<file path="config.mk">
export PLATFORM = sky130hd
export DESIGN_NAME = ram_serial_sender
export DESIGN_NICKNAME = d
export VERILOG_FILES = /design/src/rtl/ram_serial_sender_pkg.sv /design/src/rtl/ram_serial_sender_uart_byte_tx.sv /design/src/rtl/ram_serial_sender.sv
export SDC_FILE = /design/constraint.sdc
export NUM_CORES = 1
export LEC_CHECK = 0
export ABC_AREA = 1
export CAP_MARGIN = 15
export CORE_MARGIN = 2
export CORE_UTILIZATION = 49
export DETAILED_ROUTE_END_ITERATION = 8
export PLACE_DENSITY_LB_ADDON = 0.08
export SETUP_SLACK_MARGIN = 0.3
export SYNTH_ARGS = -nofsm -noshare
export SYNTH_HDL_FRONTEND = slang
export SYNTH_SLANG_ARGS = --single-unit
</file>
<file path="constraint.sdc">
create_clock -name sysclk -period 1.9 [get_ports sysclk]
set_clock_uncertainty 0.2 [all_clocks]
set_input_delay 0.38 -clock sysclk [delete_from_list [all_inputs] [get_ports sysclk]]
set_output_delay 0.38 -clock sysclk [all_outputs]
set_load 0.005 [all_outputs]
</file>
<file path="src/rtl/ram_serial_sender_pkg.sv">
// ram_serial_pkg: shared FSM states and constants for the RAM-to-UART read-out path.
// RAM_SERIAL_SENDER_PARITY_EN enables the even-parity bit in every frame.
package ram_serial_pkg;
  typedef enum logic [2:0] {IDLE, FETCH, WAIT, START, DATA, PARITY, STOP, FINISH} state_e;
  localparam int BYTES_PER_WORD = 2;
  localparam logic UART_IDLE = 1'b1;
endpackage

</file>
<file path="src/rtl/ram_serial_sender_uart_byte_tx.sv">
// uart_byte_tx: serialises one byte as 8N1, or 8E1 when RAM_SERIAL_SENDER_PARITY_EN is defined.
// A load during the last stop-bit cycle chains the next frame with no idle gap.
module uart_byte_tx
  import ram_serial_pkg::*;
#(
  parameter int CLKS_PER_BIT = 16
) (
  input  logic       sysclk,
  input  logic       reset,
  input  logic       load_i,
  input  logic [7:0] data_i,
  output logic       tx_o,
  output logic       byte_end_o
);
  localparam int TW = $clog2(CLKS_PER_BIT);
  state_e        state_q, state_d;
  logic [TW-1:0] timer_q, timer_d;
  logic [2:0]    bit_q, bit_d;
  logic [7:0]    sh_q, sh_d;
  logic          tick;
`ifdef RAM_SERIAL_SENDER_PARITY_EN
  logic          par_q, par_d;
`endif
  assign tick = timer_q == TW'(CLKS_PER_BIT - 1);
  always_ff @(posedge sysclk) begin
    if (reset) begin
      state_q <= IDLE;
      timer_q <= '0;
      bit_q   <= '0;
      sh_q    <= '0;
`ifdef RAM_SERIAL_SENDER_PARITY_EN
      par_q   <= 1'b0;
`endif
    end else begin
      state_q <= state_d;
      timer_q <= timer_d;
      bit_q   <= bit_d;
      sh_q    <= sh_d;
`ifdef RAM_SERIAL_SENDER_PARITY_EN
      par_q   <= par_d;
`endif
    end
  end
  always_comb begin
    state_d    = state_q;
    timer_d    = (state_q == IDLE || tick) ? '0 : timer_q + 1'b1;
    bit_d      = bit_q;
    sh_d       = sh_q;
    byte_end_o = 1'b0;
    tx_o       = UART_IDLE;
`ifdef RAM_SERIAL_SENDER_PARITY_EN
    par_d      = par_q;
`endif
    case (state_q)
      IDLE: if (load_i) begin
        state_d = START;
        sh_d    = data_i;
`ifdef RAM_SERIAL_SENDER_PARITY_EN
        par_d   = ^data_i;
`endif
      end
      START: begin
        tx_o = 1'b0;
        if (tick) begin
          state_d = DATA;
          bit_d   = '0;
        end
      end
      DATA: begin
        tx_o = sh_q[0];
        if (tick) begin
          sh_d  = sh_q >> 1;
          bit_d = bit_q + 1'b1;
`ifdef RAM_SERIAL_SENDER_PARITY_EN
          if (bit_q == 3'd7) state_d = PARITY;
`else
          if (bit_q == 3'd7) state_d = STOP;
`endif
        end
      end
`ifdef RAM_SERIAL_SENDER_PARITY_EN
      PARITY: begin
        tx_o = par_q;
        if (tick) state_d = STOP;
      end
`endif
      STOP: if (tick) begin
        byte_end_o = 1'b1;
        state_d    = load_i ? START : IDLE;
        sh_d       = data_i;
`ifdef RAM_SERIAL_SENDER_PARITY_EN
        par_d      = ^data_i;
`endif
      end
      default: state_d = IDLE;
    endcase
  end
endmodule

</file>
<file path="src/rtl/ram_serial_sender.sv">
// ram_serial_sender: reads word_count RAM words from address 0 and sends each as two UART bytes, low first.
// RAM_SERIAL_SENDER_PARITY_EN adds an even-parity bit to every byte frame.
module ram_serial_sender
  import ram_serial_pkg::*;
#(
  parameter int CLKS_PER_BIT = 16,
  parameter int ADDR_W       = 8,
  parameter int DATA_W       = 16
) (
  input  logic              sysclk,
  input  logic              reset,
  input  logic              send,
  input  logic [ADDR_W:0]   word_count,
  output logic              rd_en,
  output logic [ADDR_W-1:0] rd_addr,
  input  logic [DATA_W-1:0] rd_data,
  output logic              tx,
  output logic              busy,
  output logic              done
);
  state_e            state_q, state_d;
  logic [ADDR_W:0]   left_q, left_d;
  logic [ADDR_W-1:0] idx_q, idx_d;
  logic [7:0]        hi_q, hi_d;
  logic              sel_q, sel_d;
  logic              load, byte_end;
  logic [7:0]        load_data;
  uart_byte_tx #(.CLKS_PER_BIT(CLKS_PER_BIT)) u_tx (
    .sysclk    (sysclk),
    .reset     (reset),
    .load_i    (load),
    .data_i    (load_data),
    .tx_o      (tx),
    .byte_end_o(byte_end)
  );
  always_ff @(posedge sysclk) begin
    if (reset) begin
      state_q <= IDLE;
      left_q  <= '0;
      idx_q   <= '0;
      hi_q    <= '0;
      sel_q   <= 1'b0;
    end else begin
      state_q <= state_d;
      left_q  <= left_d;
      idx_q   <= idx_d;
      hi_q    <= hi_d;
      sel_q   <= sel_d;
    end
  end
  // DATA here means "a byte of the current word is on the line"; the UART owns the bit timing.
  always_comb begin
    state_d   = state_q;
    left_d    = left_q;
    idx_d     = idx_q;
    hi_d      = hi_q;
    sel_d     = sel_q;
    load      = 1'b0;
    load_data = rd_data[7:0];
    rd_en     = 1'b0;
    done      = 1'b0;
    case (state_q)
      IDLE: if (send) begin
        left_d  = word_count;
        idx_d   = '0;
        state_d = (word_count == '0) ? FINISH : FETCH;
      end
      FETCH: begin
        rd_en   = 1'b1;
        state_d = WAIT;
      end
      WAIT: begin
        hi_d    = rd_data[15:8];
        sel_d   = 1'b0;
        load    = 1'b1;
        state_d = DATA;
      end
      DATA: if (byte_end) begin
        if (sel_q != 1'(BYTES_PER_WORD - 1)) begin
          load      = 1'b1;
          load_data = hi_q;
          sel_d     = 1'b1;
        end else begin
          idx_d   = idx_q + 1'b1;
          left_d  = left_q - 1'b1;
          state_d = (left_q == (ADDR_W + 1)'(1)) ? FINISH : FETCH;
        end
      end
      FINISH: begin
        done    = 1'b1;
        state_d = IDLE;
      end
      default: state_d = IDLE;
    endcase
  end
  assign busy    = state_q != IDLE;
  assign rd_addr = idx_q;
endmodule

</file>
==> metrics.txt, run 1 <==
total grt overflow=0; clk_lat worst skew=0.31 ns; HP Class=register to register; Die W=77.85 µm; post-synth top area share=35.21%; #FFs+latches synth=47; CP most frequent cell=nor2_2; Detailed Route Iter0 Violations=214; clk slew on worst S/H paths=0.09 ns; Nets=531; clk root buf=clkbuf_8; die height=77.85 µm; worst slack at placement=-0.02695 ns; unrepaired setup endpoints after global routing=true; Detail Placement HPWL=4247 µm; Max IR drop VDD=0.7738 mV; Post-Syn Nets=445; IO Count=40; Routed WL per cell=13.89 µm; Buf/Inv on CP=4; EDFF count, synth=0; Hold Buf Count CTS=0; antenna viol nets, final=0; drt drc=0; initial core utilization=51.67%; clk sink count=47; DRT Pass-1 Iters=4; fin crit share=94.26%; H-tree lvl count=2; Cell Rows=26; Area growth syn-to-layout=50.42%; critical path class=register to register; ANT cells=0; total CTS buffers=5; area leader, netlist=dfxtp_1; vias in the first global route=2666; ys async rst share=0%; outcome=finished, final reports clean; family with the most delay on the worst path=buffers and inverters; CP peak stage delay=0.34 ns; TNS Setup=0 ns; Worst EP required=1.91 ns; CORE AREA=0.005172 mm²; mapped cell area=0.002673 mm²; IO buf count=39; antenna violations before repair=0; final worst slack=0.1091 ns; via count=2923; Die ar.=0.006061 mm²; layout cells sized above 1=34.34%; pwr dens=1312 mW/mm²; leakage=0.001745 µW; Mapped Cells=411; GRT Util Overall=23.74%; Max transition margin=77.17%; largest net degree at the start of global routing=21; routability cong.=0.8468; crit end category=register; ys flop type=dfxtp_1; Post-synth top cells=nand2_1 (108), nor2_1 (56), inv_1 (53), dfxtp_1 (47), a21oi_1 (34); Max Freq=558.4 MHz; first-pass GRT wire length=11690 µm; synth unique cells=31; crit path max fanout=8; cell-by-cell trace of the critical path=inv_2 > nand2_2 > nor2_4 > buf_6 > buf_8 > clkinvlp_4 > nand3_2 > o21ai_2 > nor2_2 > nor2_2; Worst EP arrival=1.80 ns; MaxCap Viol Count=0; sequential area share after synthesis=35.21%; clock tree buffer depth=2; most numerous cell in the Yosys netlist=nand2_1; final slew viol count=0; CP Launch Type=register; Vias/cell=5.146; crit path max-delay cell type=dfxtp_2; min Tclk post-route=1.791 ns; final setup fails=0; Slew @ Worst Pin=0.3388 ns; Yosys Warn Count=0; CTS tree=built; Synth area leaders=dfxtp_1 (35%), nand2_1 (15%), nor2_1 (7.9%); drt total wl=7889 µm; Avg Cell Area, Syn=6.503 µm²; Fin. Hold Viols=0
==> report_power, final <==
group	total (µW)	leakage (µW)	switching [µW]	internal, µW
combinational	3240	0.00131	1890	1350
sequential	1420	0.000393	182	1240
clock	618	0.0000402	362	257
==> cell type report <==
cell class                      count  area, µm²
Clock buffer                        5      68.82
Sequential cell                    47      975.9
Tap cell                           70      87.58
Timing Repair inverter              1      7.507
Inverter                           55      230.2
Fill cell                         357       1152
Multi-Input combinational cell    298       1773
Timing Repair Buffer               89      857.1
Clock inverter                      3      20.02
==> worst min-delay path: stages (launching register included) <==
cell and delay (ns):
dfxtp_1 0.30, inv_1 0.06, a21oi_1 0.06
==> sequential cells by signal, summed over array words and instances, names as in the netlist <==
signal / flops
u_tx.bit_q: 3
left_q: 9
hi_q: 8
state_q: 3
u_tx.timer_q: 4
rd_addr: 8
sel_q: 1
u_tx.sh_q: 8
u_tx.state_q: 3
==> routing by layer <==
layer  vias to the layer above  part of all wire, %  GRT usage, %
met1                      1345                   42         29.28
li1                       1478                    -             -
met4                         0                  1.5         7.143
met3                        14                  5.8         4.419
met5                         -                    0             0
met2                        86                   51         41.72
==> kinds of logic after synthesis <==
group	count (synthesis)	synth area share, %
DFF	47	35.21
adders and majority gates	6	2.809
buffers and inverters	68	10.35
and+or+nand+nor	224	38.48
xor gates and xnor gates	5	1.639
AOI/OAI and AO/OA	61	11.52
==> what timing repair did <==
item	in CTS	in global routing
gates resized for setup	77	81
pin swaps	24	36
hold endpoints to repair	0	0
gates cloned	3	2
endpoints found under the setup margin	44	38
buffers inserted	23	14
==> metrics by stage <==
step / total power, µW / util [%] / instance area, µm² / cells / hold slack, ns
4_1_cts: 4478 / 69.76 / 3608 / 552 / 0.2571
2_1_floorplan: 2989 / - / 2698 / 411 / 0.2198
3_5_place_dp: 3453 / 61.68 / 3191 / 518 / 0.2392
6_report: 5276 / 77.72 / 4020 / 568 / 0.2550
3_3_place_gp: 3416 / 61.68 / 3191 / 518 / 0.2297
5_1_grt: 5654 / 77.72 / 4020 / 568 / 0.2847
==> cell usage in the layout, fill, tap and decap left out, types with 7 or more instances in the layout <==
cell type and instances:
clkdlybuf4s50_1 27, buf_4 34, o21ai_2 7, inv_1 49, buf_6 9, dlygate4sd2_1 8
nor2_4 9, nand3_2 12, nor2_2 10, nand2_1 87, o21ai_0 13, dfxtp_1 31
nand2_2 21, a21oi_1 27, nand3_1 20, nor2_1 41, dfxtp_2 10
==> path summary, 6_finish.rpt <==
path / start / end / slack (ns) / cells past startpoint
setup / recovery: u_tx.state_q[0] / u_tx.sh_q[1] / 0.11 / 10
hold / removal: hi_q[3] / hi_q[3] / 0.26 / 2
setup reg to reg: u_tx.state_q[0] / u_tx.sh_q[1] / 0.11 / 10
hold reg to reg: hi_q[3] / hi_q[3] / 0.26 / 2
No activity file was read; power rests on OpenSTA's default activity.
==> inputs of run 2 (changes only) <==
--- a/config.mk
+++ b/config.mk
@@ -8,7 +8,7 @@
 export ABC_AREA = 1
 export CAP_MARGIN = 15
 export CORE_MARGIN = 2
-export CORE_UTILIZATION = 49
+export CORE_UTILIZATION = 46
 export DETAILED_ROUTE_END_ITERATION = 8
 export PLACE_DENSITY_LB_ADDON = 0.08
 export SETUP_SLACK_MARGIN = 0.3
==> run 2 against run 1 <==
Net effect:
- via count decreased by 2.5%
- maximum frequency is 1.0% lower
- register-to-register slack got worse by 0.02 ns
- sequential share of layout area fell by 0.24 points
- sequential cell count unchanged
- global-route usage increased by 0.65 points
- sequential power is essentially flat
- critical path depth rose by 1
- non-clock buffer count is 2 lower
- critical endpoint is now u_tx.sh_q[0]
- largest cell class unchanged
- highest routed layer unchanged
==> metrics.txt, run 2 (synthesis gave the netlist of run 1 again) <==
final slew viol count=0; clk sink count=47; H-tree lvl count=2; CP peak stage delay=0.33 ns; WP depth=11; Routed WL per cell=13.66 µm; layout cells sized above 1=34.68%; clk slew on worst S/H paths=0.09 ns; Vias/cell=5.018; hold path cells=2; Largest Register=left_q; initial core utilization=47.95%; fin crit share=95.23%; vias in the first global route=2609; crit end category=register; ANT cells=0; Fin. Hold Viols=0; drt total wl=7759 µm; Die W=80.22 µm; clk_lat worst skew=0.30 ns; Max transition margin=76.46%; Area growth syn-to-layout=51.73%; first-pass GRT wire length=12230 µm; Slew @ Worst Pin=0.3531 ns; Max IR drop VDD=0.9660 mV; cell-by-cell trace of the critical path=buf_6 > nor2_4 > buf_6 > nand2_4 > nor2_8 > buf_12 > nand3_1 > nand3_2 > o21ai_1 > nor2_1 > nor2_1; critical path class=register to register; total grt overflow=0; CORE AREA=0.005574 mm²; Worst EP required=1.90 ns; drt drc=0; min Tclk post-route=1.809 ns; IO buf count=39; TNS Setup=0 ns; antenna violations before repair=0; HP Class=register to register; Max Freq=552.7 MHz; MaxCap Viol Count=0; Worst EP arrival=1.81 ns; clock tree buffer depth=2; outcome=finished, final reports clean; Largest register FFs=9; IO Count=40; family with the most delay on the worst path=simple AND/OR/NAND/NOR gates; GRT Util Overall=24.39%; crit path max-delay cell type=dfxtp_2; die height=80.22 µm; clk root buf=clkbuf_8; Nets=530; largest net degree at the start of global routing=21; total CTS buffers=5; CP Launch Type=register; via count=2850; final setup fails=0; Cell Rows=27; antenna viol nets, final=0; Die ar.=0.006435 mm²; leakage=0.001806 µW; DRT Pass-1 Iters=4; Detail Placement HPWL=4642 µm; r2r worst-path depth=11; routability cong.=0.8399; CTS tree=built; unrepaired setup endpoints after global routing=true; crit path max fanout=8; Buf/Inv on CP=3; Detailed Route Iter0 Violations=179; Hold Buf Count CTS=0; worst hold slack=0.2539 ns; pwr dens=1333 mW/mm²; most common cell after layout, fill and taps aside=nand2_1; most frequent cells in the layout=nand2_1 (82), inv_1 (48), nor2_1 (46)
## run 2: cell count changes in the layout (fill, tap and decap cells not counted), moves of 3 or more
cell / change
nor2_1: +5
buf_6: +4
nand2_1: -5
nand2_4: +6
o21ai_0: +4
buf_4: -6
nor2_4: -3
a21oi_1: -9
a21oi_2: +10
o21ai_2: -5
## run 2: per-stage QoR
step	worst slack [ns]	instances	cell area, µm²	total power [µW]	util (%)
4_1_cts	0.1151	561	3720	4814	66.73
3_5_place_dp	-0.02064	526	3226	3537	57.87
3_3_place_gp	0.007275	526	3226	3509	57.87
2_1_floorplan	0.2366	411	2698	2989	-
6_report	0.09061	568	4055	5407	72.75
5_1_grt	0.002918	568	4055	5806	72.75
## run 2: per-layer routing
metal / wire, µm / vias to the layer above / global-route usage, %
li1: - / 1465 / -
met1: 3572 / 1320 / 32.34
met2: 3749 / 52 / 41.50
met5: 0 / - / 0
met3: 308 / 13 / 4.270
met4: 129 / 0 / 5.085
## run 2: power by group
| part | internal [µW] | switching, µW | leakage (µW) |
|---|---|---|---|
| registers | 1240 | 174 | 0.000393 |
| logic | 1450 | 1950 | 0.00137 |
| clock network | 252 | 342 | 0.0000440 |
## run 2: area by class of cell
cell class	instances	area [µm²]
clock buffer	5	68.82
timing repair inverter	2	16.27
timing repair buffer	87	872.1
clock inverter	2	13.76
fill	460	1519
inverter	55	220.2
multi-input combinational	298	1799
tap	72	90.09
sequential	47	974.7
## run 2: final timing paths
path | startpoint | endpoint | slack (ns)
worst min-delay path | hi_q[4] | hi_q[4] | 0.25
worst min register to register | hi_q[4] | hi_q[4] | 0.25
worst max register to register | state_q[1] | u_tx.sh_q[0] | 0.09
worst max-delay path | state_q[1] | u_tx.sh_q[0] | 0.09
## run 2: repair_timing
item | CTS | global route
buffers inserted | 23 | 7
cloned | 5 | 0
hold endpoints to repair | 0 | 0
pin swaps | 29 | 27
gates resized for setup | 93 | 74
endpoints found under the setup margin | 46 | 45
## run 2: worst min-delay path, stage by stage (launching register included)
cell and delay [ns]:
dfxtp_1 0.30, inv_1 0.06, a21oi_1 0.05
==> inputs of run 3 (changes only) <==
--- a/config.mk
+++ b/config.mk
@@ -6,6 +6,7 @@
 export NUM_CORES = 1
 export LEC_CHECK = 0
 export ABC_AREA = 1
+export ABC_CLOCK_PERIOD_IN_PS = 1700
 export CAP_MARGIN = 15
 export CORE_MARGIN = 2
 export CORE_UTILIZATION = 46
==> constraint.sdc (replaced) <==
create_clock -name sysclk -period 1.7 [get_ports sysclk]
set_clock_uncertainty 0.2 [all_clocks]
set_input_delay 0.34 -clock sysclk [delete_from_list [all_inputs] [get_ports sysclk]]
set_output_delay 0.34 -clock sysclk [all_outputs]
set_load 0.005 [all_outputs]
==> run 3 against run 2 <==
Net effect:
- the flow now finishes with violations (setup timing)
- count of clock-buffer cells in the layout is the same
- critical path type unchanged
- combinational power rose by 18%
- worst hold slack gained 0.0078 ns
- critical path depth is 2 lower
- sequential cell count is the same
- first-iteration DRC count decreased by 11%
- via count grew 4.7%
- final cell count up 1.2%
- utilization rose by 2.6 points
- final area increased by 3.5%
==> metrics.txt, run 3 (synthesis gave the netlist of run 1 again) <==
placed insts=540; crit path max-delay cell type=dfxtp_2; MaxCap Viol Count=0; die height=80.22 µm; clk_lat worst skew=0.30 ns; CP most frequent cell=nor2_4; Slew @ Worst Pin=0.3279 ns; ANT cells=0; Register Area=968.4 µm²; DRT Pass-1 Iters=5; vias in the first global route=2700; area occupied by multi-input gates=0.001851 mm²; Max IR drop VDD=0.8895 mV; largest net degree at the start of global routing=21; first-pass GRT wire length=11540 µm; Vias/cell=5.188; leakage=0.001822 µW; clk sink count=47; outcome=complete, but fails checks; antenna violations before repair=0; post-route insts no fill=575; final worst slack=-0.1356 ns; routability cong.=0.8376; H-tree lvl count=2; Worst EP required=1.69 ns; pwr dens=1577 mW/mm²; layout cells sized above 1=38.97%; min Tclk post-route=1.836 ns; hold_sp=hi_q[5]; crit path max fanout=6; GRT Util Overall=22.50%; drt drc=0; Max Freq=544.8 MHz; Die W=80.22 µm; IO buf count=39; Worst EP arrival=1.83 ns; CP Launch Type=register; fin crit share=108.0%; HP Class=register to register; Nets=536; total grt overflow=0; clock tree buffer depth=2; Routed WL per cell=13.77 µm; Hold Buf Count CTS=0; Detailed Route Iter0 Violations=160; Area growth syn-to-layout=57.12%; CP peak stage delay=0.36 ns; clk slew on worst S/H paths=0.10 ns; most frequent cells in the layout=nand2_1 (77), inv_1 (48), nor2_1 (41); final setup fails=29; Max transition margin=77.91%; initial core utilization=47.95%; CTS tree=built; drt total wl=7917 µm; clk root buf=clkbuf_8; Largest register FFs=9; Fillers=407; design area=0.004199 mm²; final slew viol count=0; Worst R2R Start=u_tx.timer_q[1]; crit end category=register; Cell Rows=27; PnR Total Power=6622 µW; Die ar.=0.006435 mm²; antenna viol nets, final=0; via count=2983; CORE AREA=0.005574 mm²; worst hold slack=0.2617 ns; IO Count=40; placed cell area=0.003358 mm²; CP startpoint=u_tx.timer_q[1]; Fin. Hold Viols=0; cell-by-cell trace of the critical path=ha_4 > nand3_4 > nor2_4 > nor2_4 > nor2_4 > nand2_8 > clkbuf_16 > o21ai_2 > a21oi_1; worst slack at placement=-0.1867 ns; Largest Register=left_q; most common cell after layout, fill and taps aside=nand2_1; critical path class=register to register; failing checks=setup timing; total CTS buffers=5; Detail Placement HPWL=4524 µm; unrepaired setup endpoints after global routing=true
run 3: critical path, delay by kind of cell, from the launching register on:
| family | cells | cell delay (ns) |
|---|---|---|
| fa+ha+maj | 1 | 0.15 |
| buf+inv | 1 | 0.18 |
| compound gates | 2 | 0.19 |
| flops | 1 | 0.36 |
| simple gates | 5 | 0.63 |
run 3: power by group:
| group | internal [µW] | switching [µW] | leakage [µW] |
|---|---|---|---|
| clock | 587 | 411 | 0.0000644 |
| sequential | 1380 | 217 | 0.000392 |
| combinational | 1700 | 2320 | 0.00137 |
| total | 3670 | 2950 | 0.00182 |
run 3: worst paths after layout:
check / to / slack [ns] / cells after the start
worst min register to register: hi_q[5] / 0.26 / 2
worst min-delay path: hi_q[5] / 0.26 / 2
worst max register to register: left_q[1] / -0.14 / 9
worst max-delay path: left_q[1] / -0.14 / 9
run 3: repair_timing:
item                       in CTS  in global routing
pin swaps                      17                 20
resized for setup             105                 90
setup endpoints to repair      57                 56
cloned                          1                  4
setup buffers                  18                  4
hold endpoints to repair        0                  0
run 3: through the flow:
| step | util, % | setup TNS, ns |
|---|---|---|
| finish | 75.33 | -1.705 |
| global route | 75.33 | -3.517 |
| CTS | 69.25 | -0.04755 |
| detailed placement | 60.25 | -3.263 |
| global placement | 60.25 | -2.593 |
| floorplan | - | 0 |
run 3: area by class of cell:
cell class	count	share of cell area [%]
clock buffer	5	1.639
clock inverter	3	1.609
inverter	55	5.185
multi-input combinational	297	44.07
sequential	47	23.06
tap	72	2.145
timing repair buffer	95	22.14
timing repair inverter	1	0.1490
run 3: routing by layer:
| layer | vias to the layer above | GRT usage, % | wire [µm] |
|---|---|---|---|
| met4 | 0 | 7.119 | 157 |
| li1 | 1484 | - | - |
| met2 | 99 | 38.75 | 3878 |
| met3 | 22 | 3.596 | 416 |
| met1 | 1378 | 28.66 | 3464 |
| met5 | - | 0 | 0 |
